[src/rtl/dual_periodic_trigger_sched_pkg.sv]
`default_nettype none
// ============================================================================
// Module      : dual_periodic_trigger_sched_pkg
// Description : Shared types and the round-robin pick helper for the
//               dual-channel periodic trigger scheduler.
// Revision    : 1.0 - initial release
// ============================================================================
package dual_periodic_trigger_sched_pkg;

    typedef enum logic [1:0] {
        IDLE  = 2'd0,
        RUN   = 2'd1,
        DRAIN = 2'd2,
        DONE  = 2'd3
    } state_e;

    typedef logic chan_id_t;

    localparam chan_id_t c_chan1 = 1'b0;
    localparam chan_id_t c_chan2 = 1'b1;

    // On a tie the channel that did not win last time is chosen.
    function automatic chan_id_t rr_pick(input logic [1:0] avail, input chan_id_t last_gnt);
        if (&avail) begin
            return ~last_gnt;
        end
        return (avail == 2'b10) ? c_chan2 : c_chan1;
    endfunction

endpackage
`default_nettype wire

[src/rtl/dual_periodic_trigger_sched_if.sv]
`default_nettype none
// ============================================================================
// Module      : dual_periodic_trigger_sched_if
// Description : Shared report port (valid/ready handshake plus report fields).
// Revision    : 1.0 - initial release
// ============================================================================
interface dual_periodic_trigger_sched_if #(
    parameter int CNT_W  = 16,
    parameter int TIME_W = 16
) ();
    logic              out_valid;
    logic              out_ready;
    logic              out_id;
    logic [CNT_W-1:0]  out_count;
    logic [TIME_W-1:0] out_time;

    modport master (
        output out_valid,
        output out_id,
        output out_count,
        output out_time,
        input  out_ready
    );

    modport slave (
        input  out_valid,
        input  out_id,
        input  out_count,
        input  out_time,
        output out_ready
    );
endinterface
`default_nettype wire

[src/rtl/dual_periodic_trigger_sched_tick_gen.sv]
`default_nettype none
// ============================================================================
// Module      : periodic_tick_gen
// Description : Flags the cycles whose elapsed count is a multiple of PERIOD.
// Revision    : 1.0 - initial release
// ============================================================================
module periodic_tick_gen #(
    parameter int PERIOD = 2,
    parameter int TIME_W = 16
) (
    input  logic              en,
    input  logic [TIME_W-1:0] elapsed,
    output logic              tick
);

    generate
        if (PERIOD == 1) begin : g_every_cycle
            assign tick = en;
        end else begin : g_modulo
            localparam logic [TIME_W-1:0] c_period = TIME_W'(PERIOD);
            assign tick = en && ((elapsed % c_period) == '0);
        end
    endgenerate

endmodule
`default_nettype wire

[src/rtl/dual_periodic_trigger_sched.sv]
`default_nettype none
// ============================================================================
// Module      : dual_periodic_trigger_sched
// Description : Two-channel periodic trigger scheduler sharing one report port,
//               with run window, drain, done pulse and held trigger counts.
// Revision    : 1.0 - initial release
// ============================================================================
module dual_periodic_trigger_sched
    import dual_periodic_trigger_sched_pkg::*;
#(
    parameter int CNT_W      = 16,
    parameter int TIME_W     = 16,
    parameter int PERIOD1    = 2,
    parameter int PERIOD2    = 4,
    parameter int RUN_CYCLES = 20
) (
    input  logic                          clk,
    input  logic                          rst,
    input  logic                          start,
    dual_periodic_trigger_sched_if.master rpt,
    output logic                          busy,
    output logic                          done,
    output logic [CNT_W-1:0]              cnt1,
    output logic [CNT_W-1:0]              cnt2,
    output logic [CNT_W-1:0]              drop1,
    output logic [CNT_W-1:0]              drop2
);

    typedef struct packed {
        chan_id_t          id;
        logic [CNT_W-1:0]  count;
        logic [TIME_W-1:0] tstamp;
    } report_t;

    localparam logic [TIME_W-1:0] c_last_elapsed = TIME_W'(RUN_CYCLES - 1);
    localparam logic [TIME_W-1:0] c_time_one     = {{(TIME_W-1){1'b0}}, 1'b1};
    localparam logic [CNT_W-1:0]  c_cnt_one      = {{(CNT_W-1){1'b0}}, 1'b1};

    function automatic logic [CNT_W-1:0] sat_inc(input logic [CNT_W-1:0] v);
        return (&v) ? v : v + c_cnt_one;
    endfunction

    state_e              r_state;
    state_e              w_state_nxt;
    logic [TIME_W-1:0]   r_elapsed;
    logic                w_run;
    logic                w_start_run;
    logic                w_last_tick;
    logic [1:0]          w_tick;
    logic [1:0]          w_pend;
    logic [1:0]          w_avail;
    logic [1:0]          w_gnt;
    logic                w_load;
    chan_id_t            w_gnt_id;
    chan_id_t            r_last;
    logic                r_valid;
    report_t             r_out;
    report_t [1:0]       w_eff;
    logic [1:0][CNT_W-1:0] w_cnt;
    logic [1:0][CNT_W-1:0] w_drop;

    assign w_start_run = (r_state == IDLE) && start;
    assign w_last_tick = (r_elapsed == c_last_elapsed);

    // ---------------- FSM ----------------
    always_ff @(posedge clk or posedge rst) begin
        if (rst) begin
            r_state <= IDLE;
        end else begin
            r_state <= w_state_nxt;
        end
    end

    always_comb begin
        w_state_nxt = r_state;
        case (r_state)
            IDLE:    if (start) w_state_nxt = RUN;
            RUN:     if (w_last_tick) w_state_nxt = DRAIN;
            DRAIN:   if (!(|w_pend) && !r_valid) w_state_nxt = DONE;
            DONE:    w_state_nxt = IDLE;
            default: w_state_nxt = IDLE;
        endcase
    end

    always_comb begin
        busy  = 1'b0;
        done  = 1'b0;
        w_run = 1'b0;
        case (r_state)
            RUN: begin
                busy  = 1'b1;
                w_run = 1'b1;
            end
            DRAIN:   busy = 1'b1;
            DONE:    done = 1'b1;
            default: ;
        endcase
    end

    // The counter parks on the last window cycle so it never wraps mid-run.
    always_ff @(posedge clk or posedge rst) begin
        if (rst) begin
            r_elapsed <= '0;
        end else if (w_start_run) begin
            r_elapsed <= '0;
        end else if (w_run && !w_last_tick) begin
            r_elapsed <= r_elapsed + c_time_one;
        end
    end

    // ---------------- Per-channel tick, count and pending capture ----------------
    for (genvar gi = 0; gi < 2; gi++) begin : g_chan
        localparam int c_period = (gi == 0) ? PERIOD1 : PERIOD2;

        logic [CNT_W-1:0] r_cnt;
        logic [CNT_W-1:0] r_drop;
        logic [CNT_W-1:0] w_cnt_inc;
        logic             r_pend;
        report_t          r_cap;
        report_t          w_new;

        periodic_tick_gen #(
            .PERIOD (c_period),
            .TIME_W (TIME_W)
        ) u_tick (
            .en      (w_run),
            .elapsed (r_elapsed),
            .tick    (w_tick[gi])
        );

        assign w_cnt_inc  = sat_inc(r_cnt);
        assign w_new      = '{id: 1'(gi), count: w_cnt_inc, tstamp: r_elapsed};
        // A fresh tick bypasses the capture register when nothing is pending.
        assign w_eff[gi]  = r_pend ? r_cap : w_new;
        assign w_pend[gi] = r_pend;
        assign w_cnt[gi]  = r_cnt;
        assign w_drop[gi] = r_drop;

        always_ff @(posedge clk or posedge rst) begin
            if (rst) begin
                r_cnt  <= '0;
                r_drop <= '0;
                r_pend <= 1'b0;
                r_cap  <= '0;
            end else if (w_start_run) begin
                r_cnt  <= '0;
                r_drop <= '0;
                r_pend <= 1'b0;
            end else if (w_tick[gi]) begin
                r_cnt <= w_cnt_inc;
                if (r_pend && !w_gnt[gi]) begin
                    r_drop <= sat_inc(r_drop);
                end else begin
                    r_pend <= r_pend | ~w_gnt[gi];
                    r_cap  <= w_new;
                end
            end else if (w_gnt[gi]) begin
                r_pend <= 1'b0;
            end
        end
    end

    // ---------------- Arbiter and output register ----------------
    assign w_avail  = w_pend | w_tick;
    assign w_load   = (!r_valid || rpt.out_ready) && (|w_avail);
    assign w_gnt_id = rr_pick(w_avail, r_last);
    assign w_gnt    = !w_load ? 2'b00 : (w_gnt_id == c_chan2) ? 2'b10 : 2'b01;

    always_ff @(posedge clk or posedge rst) begin
        if (rst) begin
            r_valid <= 1'b0;
            r_out   <= '0;
            r_last  <= c_chan2;
        end else if (w_load) begin
            r_valid <= 1'b1;
            r_out   <= w_eff[w_gnt_id];
            r_last  <= w_gnt_id;
        end else if (rpt.out_ready) begin
            r_valid <= 1'b0;
        end
    end

    assign rpt.out_valid = r_valid;
    assign rpt.out_id    = r_out.id;
    assign rpt.out_count = r_out.count;
    assign rpt.out_time  = r_out.tstamp;

    assign cnt1  = w_cnt[0];
    assign cnt2  = w_cnt[1];
    assign drop1 = w_drop[0];
    assign drop2 = w_drop[1];

endmodule
`default_nettype wire

[src/flat_wrapper.sv]
// flat-port wrapper written by rule: the top's interface ports become plain ports
module dual_periodic_trigger_sched_flat import dual_periodic_trigger_sched_pkg::*;
#(
    parameter int CNT_W      = 16,
    parameter int TIME_W     = 16,
    parameter int PERIOD1    = 2,
    parameter int PERIOD2    = 4,
    parameter int RUN_CYCLES = 20
)
  (clk, rst, start, busy, done, cnt1, cnt2, drop1, drop2, rpt_out_valid, rpt_out_id, rpt_out_count, rpt_out_time, rpt_out_ready);
  dual_periodic_trigger_sched_if #(.CNT_W(CNT_W), .TIME_W(TIME_W)) rpt_i ();
  input  logic clk;
  input  logic rst;
  input  logic start;
  output logic busy;
  output logic done;
  output logic [CNT_W-1:0] cnt1;
  output logic [CNT_W-1:0] cnt2;
  output logic [CNT_W-1:0] drop1;
  output logic [CNT_W-1:0] drop2;
  output wire logic [$bits(rpt_i.out_valid)-1:0] rpt_out_valid;
  output wire logic [$bits(rpt_i.out_id)-1:0] rpt_out_id;
  output wire logic [$bits(rpt_i.out_count)-1:0] rpt_out_count;
  output wire logic [$bits(rpt_i.out_time)-1:0] rpt_out_time;
  input wire logic [$bits(rpt_i.out_ready)-1:0] rpt_out_ready;
  assign rpt_out_valid = rpt_i.out_valid;
  assign rpt_out_id = rpt_i.out_id;
  assign rpt_out_count = rpt_i.out_count;
  assign rpt_out_time = rpt_i.out_time;
  assign rpt_i.out_ready = rpt_out_ready;
  dual_periodic_trigger_sched #(.CNT_W(CNT_W), .TIME_W(TIME_W), .PERIOD1(PERIOD1), .PERIOD2(PERIOD2), .RUN_CYCLES(RUN_CYCLES)) u_core (.clk(clk), .rst(rst), .start(start), .rpt(rpt_i), .busy(busy), .done(done), .cnt1(cnt1), .cnt2(cnt2), .drop1(drop1), .drop2(drop2));
endmodule
[config.mk]
export PLATFORM = sky130hd
export DESIGN_NAME = dual_periodic_trigger_sched_flat
export DESIGN_NICKNAME = d
export VERILOG_FILES = /design/src/rtl/dual_periodic_trigger_sched_pkg.sv /design/src/rtl/dual_periodic_trigger_sched_if.sv /design/src/rtl/dual_periodic_trigger_sched_tick_gen.sv /design/src/rtl/dual_periodic_trigger_sched.sv /design/src/flat_wrapper.sv
export SDC_FILE = /design/constraint.sdc
export NUM_CORES = 1
export LEC_CHECK = 0
export BUFFER_PORTS_ARGS = -buffer_cell sky130_fd_sc_hd__buf_2
export CORE_MARGIN = 3
export CORE_UTILIZATION = 32
export CTS_CLUSTER_DIAMETER = 80
export DETAILED_ROUTE_END_ITERATION = 10
export HOLD_SLACK_MARGIN = 0.08
export PLACE_DENSITY_LB_ADDON = 0.25
export REMOVE_ABC_BUFFERS = 1
export SLEW_MARGIN = 5
export SYNTH_ARGS = -nofsm -noshare
export SYNTH_HDL_FRONTEND = slang
export SYNTH_SLANG_ARGS = --single-unit
[constraint.sdc]
create_clock -name clk -period 10.1 [get_ports clk]
set_input_delay 2.02 -clock clk [delete_from_list [all_inputs] [get_ports clk]]
set_output_delay 2.02 -clock clk [all_outputs]
set_load 0.005 [all_outputs]
==> results of run 1 <==
## critical path: cells and delay by family
kind,cells,cell delay [ns]
buf+inv,1,0.11
compound gates,1,0.89
simple gates,1,0.41
mux,1,0.42
## per-stage QoR
step / power (uW) / instances / hold slack (ns) / setup slack [ns] / cell area (sq um)
floorplan: 1450 / 923 / 0.436 / 3.08 / 9250
global placement: 1750 / 1420 / 0.456 / 6.11 / 10300
detailed placement: 1760 / 1420 / 0.458 / 6.09 / 10300
CTS: 2400 / 1452 / 0.474 / 6.55 / 10900
global route: 2530 / 1452 / 0.505 / 6.43 / 10900
finish: 2360 / 1452 / 0.476 / 6.55 / 10900
## logic make-up after synthesis
logic type	synth area share
buf+inv	0.0406
fa+ha+maj	0.0144
flops	0.480
mux	0.0859
compound gates	0.116
simple gates	0.201
xor+xnor	0.0621
## where the power goes
group	switching (uW)	total (uW)	leakage (uW)	internal, uW
sequential	110	978	0.00252	869
clock	310	631	0.000264	322
combinational	505	753	0.00219	247
## worst max-delay path by stage
stage / depth (start not counted) / endpoint / startpoint / slack (ns)
after floorplan: 1 / u_core.cnt1[0] / rst / 3.08
after global placement: 4 / u_core.g_chan[1].r_cap[31] / start / 6.11
after detailed placement: 4 / u_core.g_chan[1].r_cap[31] / start / 6.09
after CTS: 4 / u_core.g_chan[1].r_cap[15] / start / 6.55
after global routing: 4 / u_core.g_chan[1].r_cap[15] / start / 6.43
final: 4 / u_core.g_chan[1].r_cap[15] / start / 6.55
## registers in the layout, summed over array words and instances, names as in the netlist, 16 cells and up
register,cells
u_core.cnt1,16
u_core.drop1,16
u_core.rpt.out_count,16
u_core.drop2,16
u_core.rpt.out_time,16
u_core.r_elapsed,16
u_core.g_chan.r_cap,65
u_core.cnt2,16
## cell usage in the layout (no fill, tap or decap), drive strengths merged, types with 3 or more instances in the layout
master | synthesis | final
nand3 | 54 | 54
a221o | 3 | 3
clkinv | 1 | 7
and4 | 10 | 10
clkbuf | 48 | 18
nor2 | 95 | 95
a31oi | 3 | 3
buf | 19 | 113
and3 | 21 | 21
o21ai | 59 | 59
nand2 | 154 | 154
a21oi | 27 | 27
mux2i | 44 | 44
mux2 | 27 | 27
or3 | 12 | 12
nand4 | 21 | 21
and2 | 8 | 8
nor3 | 14 | 14
o221ai | 16 | 16
a211o | 6 | 6
nor4 | 8 | 8
o21a | 9 | 9
inv | 13 | 19
a32oi | 3 | 3
xor2 | 40 | 40
nand2b | 8 | 8
dfrtp | 183 | 183
a222oi | 7 | 7
a211oi | 6 | 6
a21o | 4 | 4
o211ai | 10 | 10
ha | 11 | 11
xnor2 | 28 | 28
## area by class of cell
class / instances / area [sq um]
clock inverter: 14 / 115
sequential: 184 / 4610
clock buffer: 18 / 429
timing repair buffer: 113 / 591
tap: 384 / 480
fill: 3007 / 18200
multi-input combinational: 725 / 4600
inverter: 14 / 60.1
## per-layer routing
metal  vias to the layer above  GRT usage  part of all wire
li1                       3605          -                 -
met1                      3567      0.227              0.50
met2                       167      0.239              0.44
met3                        19     0.0263             0.045
met4                         0     0.0387             0.011
met5                         -          0                 0
==> qor.yml, run 1 <==
fmaxAchievable_mhz: 281
synth_cells: 990
num_vias: 7358
rr_startpoint: "u_core.r_elapsed[0]"
maxCapViolCount: 0
crit_type: "in2reg"
cts-htree-levels: 4
finalSetupTns_ns: 0
drv_slew: 0
rows: 62
post-cts-setup-buffer-count: 0
drc: 0
timing.slew.headroom: 0.288
synth_flop_cell: "dfrtp_1"
yosys_warnings: 0
core_area_sq_um: 29100
clkLatencyLatePin_ns: 0.43
hold_depth: 1
die_h_um: 179
final_core_util: 0.374
synth_top_area_frac: 0.478
layout_min_cycle_time_ns: 3.55
dp_hpwl_um: 16300
hp-start: "u_core.g_chan[1].r_cap[32]"
crit_chain: "buf_2, and2_2, a211o_2, mux2_2"
io_pins: 104
synthArstFlopShare: 1.00
synth_area_leaders: "dfrtp_1 48%, nand2_1 6.0%, mux2i_1 4.6%"
period_share: 0.352
drtAntennaViolNets: 0
seq_area_frac_synth: 0.480
grt_pass1_vias: 7259
min_to: "u_core.g_chan[1].r_cap[32]"
cp_max_fo: 42
cts_made_buffers: 17
slowest_delay_ns: 0.89
yosysMostFrequentCell: "dfrtp_1"
root_buffer: "clkbuf_16"
grt_remaining_overflow: 0
post_drt_wl_per_cell_um: 16.8
grtUsageTotal: 0.155
post_cts_resized: 0
first_pass_iters: 6
worstHoldPathType: "reg2reg"
die_area_sq_um: 32100
setup_viol: 0
ir_worst_vdd_uv: 131
crit_required_ns: 10.41
antenna_cells: 0
die_w_um: 179
drive_gt1_frac: 0.175
tightest_slew_ns: 1.07
ys_types: 57
status: "complete, no violations"
routed_wl_um: 24400
initial_core_util: 0.330
netlist_area_sq_um: 9590
synth_edf_count: 0
antenna_found_initial: 0
cts.sinks: 184
p_leak_uw: 0.00497
syn_to_final_growth_pct: 13.5
grt_pass1_wl_um: 39600
reg2reg_slack_ns: 7.01
portBuffers: 103
skew_ns: 0.00990
grt_setup_unrepaired: "false"
arrival_ns: 3.87
startpoint_type: "input pin"
slowest_stage: "a211o_2"
cp-end-kind: "flop"
clkTransAtPathRegs_ns: 0.07
r2r_end: "u_core.g_chan[0].r_cap[7]"
gp_congestion: 0.866
synth_common_cells: "183 x dfrtp_1, 153 x nand2_1, 95 x nor2_1"
p_per_area_nw_per_um2: 217
drt_iter0_markers: 493
nNetsFinal: 1070
ys_ff_latch: 184
postCtsHoldBufs: 0
r2r.worst_path.cells: 9
grt_start_max_net_pins: 129
yosys.area.top_type: "dfrtp_1"
syn_avg_cell_area_sq_um: 9.68
hold_violations: 0
cts_tree: "yes"
cts_buffer_depth: 2
vias_per_cell: 5.07
Note: power is estimated with default switching activity, not from simulation.
==> run 2, diff against run 1 <==
- ABC_AREA: unset -> 1
- clock period: 10.1 -> 3.3 ns (I/O delays scaled with it)
==> run 2 against run 1 <==
Effect of this change:
- register-to-register slack got worse by 6.3 ns
- sequential power increased to 3.1 times the previous value
- global-route usage increased by 1.5 points
- critical endpoint is now u_core.g_chan[0].r_cap[30]
- highest routed layer unchanged
- largest cell class is now multi-input gates
- core utilization increased by 0.11 points
==> qor.yml, run 2 <==
status: "complete, no violations"
synth_top_area_frac: 0.455
timing.slew.headroom: 0.548
post_cts_resized: 0
worstHoldPathType: "in2async"
cts.sinks: 184
synth_common_cells: "407 x nand2_1, 183 x dfrtp_1, 124 x inv_1"
clkTransAtPathRegs_ns: 0.08
drt_iter0_markers: 800
crit_start: "u_core.r_state[1]"
syn_avg_cell_area_sq_um: 7.42
drv_slew: 0
nNetsFinal: 1454
clkLatencyLatePin_ns: 0.44
antenna_cells: 0
rows: 64
dp_hpwl_um: 19700
fin_area_sq_um: 11500
grtUsageMet1: 0.246
drive_gt1_frac: 0.136
final_common_cell: "nand2_1"
crit_required_ns: 3.67
cp_max_fo: 37
postCtsHoldBufs: 0
num_vias: 9265
use_met2: 0.264
crit_type: "reg2reg"
grtUsageMet3: 0.0341
first_pass_iters: 5
die_w_um: 183
largest_reg_flops: 65
antenna_found_initial: 1
drtAntennaViolNets: 0
setup_viol: 0
slowest_stage: "inv_2"
grt_start_max_net_pins: 89
initial_core_util: 0.327
crit_chain: "inv_1, ha_1, nand2_4, nand2_4, nand2_2, nand2_1, nand2_4, nand2_4, nand2_4, inv_2, nand2_1, o21ai_2"
drc: 0
cts_buffer_depth: 2
ir_worst_vdd_uv: 438
largest_register: "u_core.g_chan.r_cap"
die_area_sq_um: 33600
arrival_ns: 3.00
synth_flop_cell: "dfrtp_1"
io_pins: 104
die_h_um: 183
final_cell_mix: "407 x nand2_1, 182 x dfrtp_1, 123 x inv_1"
skew_ns: 0.0150
grt_setup_unrepaired: "false"
cts-htree-levels: 4
crit_end: "u_core.g_chan[0].r_cap[30]"
grt_pass1_vias: 8597
slowest_delay_ns: 0.43
cts_tree: "yes"
ys_types: 39
grtUsageTotal: 0.170
period_share: 0.798
r2r_end: "u_core.g_chan[0].r_cap[30]"
root_buffer: "clkbuf_16"
yosysMostFrequentCell: "nand2_1"
startpoint_type: "flop"
synth_cells: 1355
yosys_warnings: 0
fin_ws_ns: 0.668
synthArstFlopShare: 1.00
cts_made_buffers: 17
grt_pass1_wl_um: 46300
r2r.worst_path.cells: 12
grt_remaining_overflow: 0
vias_per_cell: 5.01
routed_wl_um: 28000
portBuffers: 103
gp_congestion: 0.850
p_leak_uw: 0.00546
maxCapViolCount: 0
synth_edf_count: 0
path_common_cell: "nand2_4"
p_per_area_nw_per_um2: 680
tightest_slew_ns: 0.678
seq_area_frac_synth: 0.458
timing.hold.ws_ns: 0.302
post-cts-setup-buffer-count: 0
yosys.area.top_type: "dfrtp_1"
reg2reg_slack_ns: 0.67
place_ws_ns: 0.681
netlist_area_sq_um: 10100
cp-end-kind: "flop"
placed_area_sq_um: 11000
busiest_layer: "met2"
fmaxAchievable_mhz: 380
core_area_sq_um: 30700
rr_startpoint: "u_core.r_state[1]"
synth_area_leaders: "dfrtp_1 46%, nand2_1 15%, o21ai_0 5.9%"
syn_to_final_growth_pct: 14.7
hold_violations: 0
post_drt_wl_per_cell_um: 15.2
layout_min_cycle_time_ns: 2.63
ys_ff_latch: 184
run 2: layout make-up:
type	instances	area [sq um]
clock inverter	14	136
multi-input combinational	989	4700
tap	396	495
inverter	128	489
clock buffer	18	439
timing repair buffer	119	661
sequential	184	4610
fill	3255	19200
run 2: how the worst min path moves through the flow:
stage / from / end / slack [ns] / cells after the start
after CTS: rst / u_core.cnt2[7] / 0.34 / 2
after detailed placement: u_core.g_chan[1].r_cap[32] / u_core.g_chan[1].r_cap[32] / 0.46 / 1
final: rst / u_core.cnt2[7] / 0.30 / 2
after global routing: rst / u_core.cnt2[7] / 0.35 / 2
after global placement: u_core.g_chan[1].r_cap[32] / u_core.g_chan[1].r_cap[32] / 0.45 / 1
after floorplan: u_core.g_chan[1].r_cap[32] / u_core.g_chan[1].r_cap[32] / 0.44 / 1
run 2: where the power goes:
part | internal (uW) | switching (uW)
logic | 835 | 1910
registers | 2710 | 361
clock network | 1020 | 1000
total | 4570 | 3280
run 2: through the flow:
| step | total power, uW | instances | util | TNS, ns |
|---|---|---|---|---|
| 5_1_grt | 8430 | 1848 | 0.375 | 0 |
| 3_5_place_dp | 5890 | 1816 | 0.356 | 0 |
| 3_3_place_gp | 5860 | 1816 | 0.356 | 0 |
| 2_1_floorplan | 4770 | 1301 | - | -432.61 |
| 6_report | 7850 | 1848 | 0.375 | 0 |
| 4_1_cts | 7940 | 1848 | 0.375 | 0 |
run 2: critical path, delay by kind of cell (launching register included):
family                   cells  cell delay, ns
buffers and inverters        2            0.55
AO/OA/AOI/OAI                1            0.07
adder cells (fa/ha/maj)      1            0.34
flip-flops                   1            0.40
AND/OR/NAND/NOR              8            1.16
run 2: logic make-up (layout without fill, tap and decap cells):
family | after synthesis | after routing | share of synthesized area
simple gates | 734 | 734 | 0.320
fa+ha+maj | 11 | 11 | 0.0137
compound gates | 229 | 229 | 0.121
buf+inv | 182 | 279 | 0.0744
flops | 184 | 184 | 0.458
xor+xnor | 15 | 15 | 0.0131
run 2: routing by layer:
metal  up-vias  share of wire
li1       4618              -
met1      4388           0.49
met2       234           0.45
met3        25          0.052
met4         0          0.014
met5         -              0
